`src/rtl/hazard_stall_unit_pkg.sv`:
```
// hazard_stall_unit_pkg: shared register width, zero register and scoreboard slot type
package hazard_stall_unit_pkg;
  localparam int REG_AW = 5;
  localparam logic [REG_AW-1:0] ZERO_REG = '0;
  typedef struct packed {
    logic valid;
    logic reg_write;
    logic mem_read;
    logic [REG_AW-1:0] dest;
  } slot_t;
  function automatic logic slot_match(slot_t s, logic [REG_AW-1:0] r);
    return s.valid && s.reg_write && s.dest != ZERO_REG && s.dest == r;
  endfunction
endpackage

```
`src/rtl/hazard_scoreboard_slot.sv`:
```
// hazard_scoreboard_slot: one registered scoreboard entry with load and clear
module hazard_scoreboard_slot
  import hazard_stall_unit_pkg::*;
(
  input  logic  clk,
  input  logic  reset,
  input  logic  load,
  input  logic  clear,
  input  slot_t d,
  output slot_t q
);
  always_ff @(posedge clk)
    if (reset || clear) q <= '0;
    else if (load) q <= d;
endmodule

```
`src/rtl/hazard_stall_unit.sv`:
```
// hazard_stall_unit: scoreboard hazard detector driving pipeline stall, bubble and flush
module hazard_stall_unit #(
  parameter int REG_AW = hazard_stall_unit_pkg::REG_AW,
  parameter int CNT_W  = 16
) (
  input  logic              clk,
  input  logic              reset,
  input  logic              forwarding,
  input  logic              id_valid,
  input  logic [REG_AW-1:0] id_rs,
  input  logic [REG_AW-1:0] id_rt,
  input  logic              id_uses_rs,
  input  logic              id_uses_rt,
  input  logic              id_is_store,
  input  logic              id_reg_write,
  input  logic              id_mem_read,
  input  logic [REG_AW-1:0] id_dest,
  input  logic              branch_taken_ex,
  output logic              stall_pc,
  output logic              stall_ifid,
  output logic              bubble_idex,
  output logic              flush_ifid,
  output logic [CNT_W-1:0]  stall_count
);
  import hazard_stall_unit_pkg::*;
  slot_t id_slot, ex_q, mem_q, wb_q;
  logic ex_rs, ex_rt, mem_rs, mem_rt, load_use, interlock, hazard, stall, issue, wb_unused;
  assign id_slot = '{valid: 1'b1, reg_write: id_reg_write, mem_read: id_mem_read, dest: id_dest};
  assign issue = id_valid & ~stall & ~branch_taken_ex;
  hazard_scoreboard_slot u_ex  (.clk(clk), .reset(reset), .load(1'b1), .clear(~issue), .d(id_slot), .q(ex_q));
  hazard_scoreboard_slot u_mem (.clk(clk), .reset(reset), .load(1'b1), .clear(1'b0),   .d(ex_q),    .q(mem_q));
  hazard_scoreboard_slot u_wb  (.clk(clk), .reset(reset), .load(1'b1), .clear(1'b0),   .d(mem_q),   .q(wb_q));
  // WB is written before ID reads the register file, so it never stalls
  assign wb_unused = ^wb_q;
  assign ex_rs  = slot_match(ex_q, id_rs) & id_uses_rs;
  assign ex_rt  = slot_match(ex_q, id_rt) & id_uses_rt;
  assign mem_rs = slot_match(mem_q, id_rs) & id_uses_rs;
  assign mem_rt = slot_match(mem_q, id_rt) & id_uses_rt;
  // store data (rt) from a load is picked up by MEM/WB->EX/MEM forwarding
  assign load_use  = ex_q.mem_read & (ex_rs | (ex_rt & ~id_is_store));
  assign interlock = ex_rs | ex_rt | mem_rs | mem_rt;
  assign hazard    = id_valid & (forwarding ? load_use : interlock);
  assign stall       = hazard & ~branch_taken_ex & ~reset;
  assign stall_pc    = stall;
  assign stall_ifid  = stall;
  assign bubble_idex = stall | (branch_taken_ex & ~reset);
  assign flush_ifid  = branch_taken_ex & ~reset;
  always_ff @(posedge clk)
    if (reset) stall_count <= '0;
    else if (stall && !(&stall_count)) stall_count <= stall_count + 1'b1;
endmodule

```
`config.mk`:
```
export PLATFORM = sky130hd
export DESIGN_NAME = hazard_stall_unit
export DESIGN_NICKNAME = d
export VERILOG_FILES = /design/src/rtl/hazard_stall_unit_pkg.sv /design/src/rtl/hazard_scoreboard_slot.sv /design/src/rtl/hazard_stall_unit.sv
export SDC_FILE = /design/constraint.sdc
export NUM_CORES = 1
export LEC_CHECK = 0
export CAP_MARGIN = 10
export CORE_MARGIN = 3
export CORE_UTILIZATION = 52
export DETAILED_ROUTE_END_ITERATION = 8
export PLACE_DENSITY = 0.93
export REMOVE_ABC_BUFFERS = 1
export SYNTH_ARGS = -nofsm -noshare
export SYNTH_HDL_FRONTEND = slang
export SYNTH_HIERARCHICAL = 1
export SYNTH_SLANG_ARGS = --single-unit
export TNS_END_PERCENT = 30
```
`constraint.sdc`:
```
create_clock -name clk -period 4.85 [get_ports clk]
set_input_delay 0.97 -clock clk [delete_from_list [all_inputs] [get_ports clk]]
set_output_delay 0.97 -clock clk [all_outputs]
set_load 0.03 [all_outputs]
```
==> impl_metrics.csv, run 1 <==
group,metric,value,unit
place,place_inst,277,
place,dp_hpwl,2.90,mm
timing,fmax,223,MHz
timing,relSlewSlack,64.0,%
routing,drtPass1Iterations,4,
setup_path,cp_max_fo,6,
cells_and_area,final_core_util,72.0,%
timing,worst_pin_slew,0.534,ns
global_route,grt_pass1_vias,1501,
clock_tree,cts.sinks,31,
timing,setup_tns,0,ns
cells_and_area,drive_above_1_share,6.64,%
timing,rsz0062_at_grt,"no",
timing,final.period_utilization,92.6,%
pwr,finalPower,0.526,mW
min_path,worstHoldPathType,"reg -> reg",
clock_tree,cts.clk_slew.worst_paths,0.09,ns
pwr,vdd_ir_drop_max,0.207,mV
setup_path,worstPathRequired,3.88,ns
setup_path,r2r_slack,2.17,ns
timing,finalClockSkew,0.00896,ns
clock_tree,cts-root-buf,"clkbuf_4",
pwr,p_leak,0.768,nW
floorplanning,pin_count,45,
routing,viasPerCell,5.47,
routing,drt-total-wl,3.88,mm
cells_and_area,num_antenna_cells,0,
floorplanning,start_util,55.3,%
clock_tree,cts_tree,"built",
cells_and_area,finalNetCount,266,
pwr,power_density,237,mW/mm2
global_route,grt_pass1_wl,6.64,mm
clock_tree,cts_buffers,5,
synthesis,syn_inst,196,
global_route,track_usage,20.7,%
cells_and_area,finalNonFillerCells,285,
setup_path,cp-end-kind,"primary output",
clock_tree,cts_setup_buffers,0,
floorplanning,rows,20,
timing,setup_slack,0.357,ns
routing,dr.first_iter.drc_count,62,
place,io_buffers,44,
cells_and_area,fin_area,0.00222,mm2
timing,maxSlewViolCount,0,
job,cap_viol_max_count,0,
floorplanning,fp.dieH,63.2,um
synthesis,synth_warnings,6,
global_route,overflow,0,
timing,period_needed,4.49,ns
clock_tree,clk_path_buf_depth,2,
global_route,antenna_found_initial,0,
routing,ant_nets,0,
place,placed_area,0.00213,mm2
routing,num_vias,1560,
clock_tree,cts_hold_buf,0,
place,gp_congestion,0.836,
setup_path,start_kind,"input pin",
synthesis,syn_avg_cell_area,8.69,um2
floorplanning,fp.dieW,63.2,um
setup_path,worstSetupPathType,"in -> out",
synthesis,mappedNetlistArea,0.00170,mm2
timing,hold_violations,0,
timing,finalSetupViolCount,0,
place,place_ws,0.373,ns
status,outcome,"completed",
global_route,grt_max_degree,28,
floorplanning,dieArea,0.00400,mm2
timing,fin_hold_ws,0.505,ns
floorplanning,core,0.00308,mm2
clock_tree,cts_resized,0,
cells_and_area,area_delta_synth_final,30.2,%
routing,wl_per_cell,13.6,um
setup_path,cp_data_arrival_time,3.52,ns
clock_tree,clk_latency,0.34,ns
routing,drc,0,
clock_tree,htreeDepth,2,
area by class of cell:
cell class / count / area (um2)
multi-input cells: 155 / 1000
fillers: 240 / 861
flip-flops and latches: 31 / 621
repair buffers: 45 / 448
well taps: 44 / 55.1
clock buffers: 6 / 51.3
clock inverters: 2 / 35.0
inverters: 2 / 7.51
metal layers:
layer	routed length, um	track usage [%]
met4	72	7.28
met2	1820	34.1
met5	0	0
met3	257	6.95
met1	1730	25.1
layout by cell type (no fill, tap or decap), types with 4 or more instances in the layout:
| master | instances |
|---|---|
| a21oi_1 | 13 |
| clkbuf_4 | 5 |
| clkdlybuf4s50_1 | 44 |
| conb_1 | 4 |
| dfxtp_1 | 31 |
| mux2i_1 | 16 |
| nand2_1 | 14 |
| nand3_1 | 6 |
| nand4_1 | 5 |
| nor2_1 | 22 |
| nor3_1 | 4 |
| o21ai_1 | 7 |
| o31ai_1 | 6 |
| or3_1 | 9 |
| or4_1 | 6 |
| xnor2_1 | 20 |
power by group:
group          internal, mW  switching, mW
Clock                 0.122         0.0912
Combinational        0.0326         0.0224
Sequential            0.256        0.00210
critical path, cell delays in order:
cell and delay (ns):
clkdlybuf4s50_1 0.52, xnor2_1 0.15, nand4_1 0.12, nor3_1 0.34
a211oi_2 0.09, o21ai_0 0.47, or2_2 0.20, clkdlybuf4s50_1 0.66
flip-flops by register name, indices dropped and copies added (netlist names):
register / flops
stall_count: 16
u_ex/q: 8
u_mem/q: 7
final timing paths:
path                                       from              end  depth (start not counted)
worst max register to register        u_ex/q[1]        u_ex/q[0]                          8
worst max-delay path                   id_rs[0]      bubble_idex                          8
worst min register to register  stall_count[10]  stall_count[10]                          2
worst min-delay path            stall_count[10]  stall_count[10]                          2
Power figures use the tool's default switching activity.
==> run 2: changes to the inputs <==
CTS_CLUSTER_SIZE = 25   (was not set)
==> results of run 2 <==
No change in the layout: final DEF, timing and power equal those of run 1.
==> run 3: changes to the inputs <==
SLEW_MARGIN = 30   (was not set)
==> results of run 3 <==
No change in the layout: final DEF, timing and power equal those of run 1.
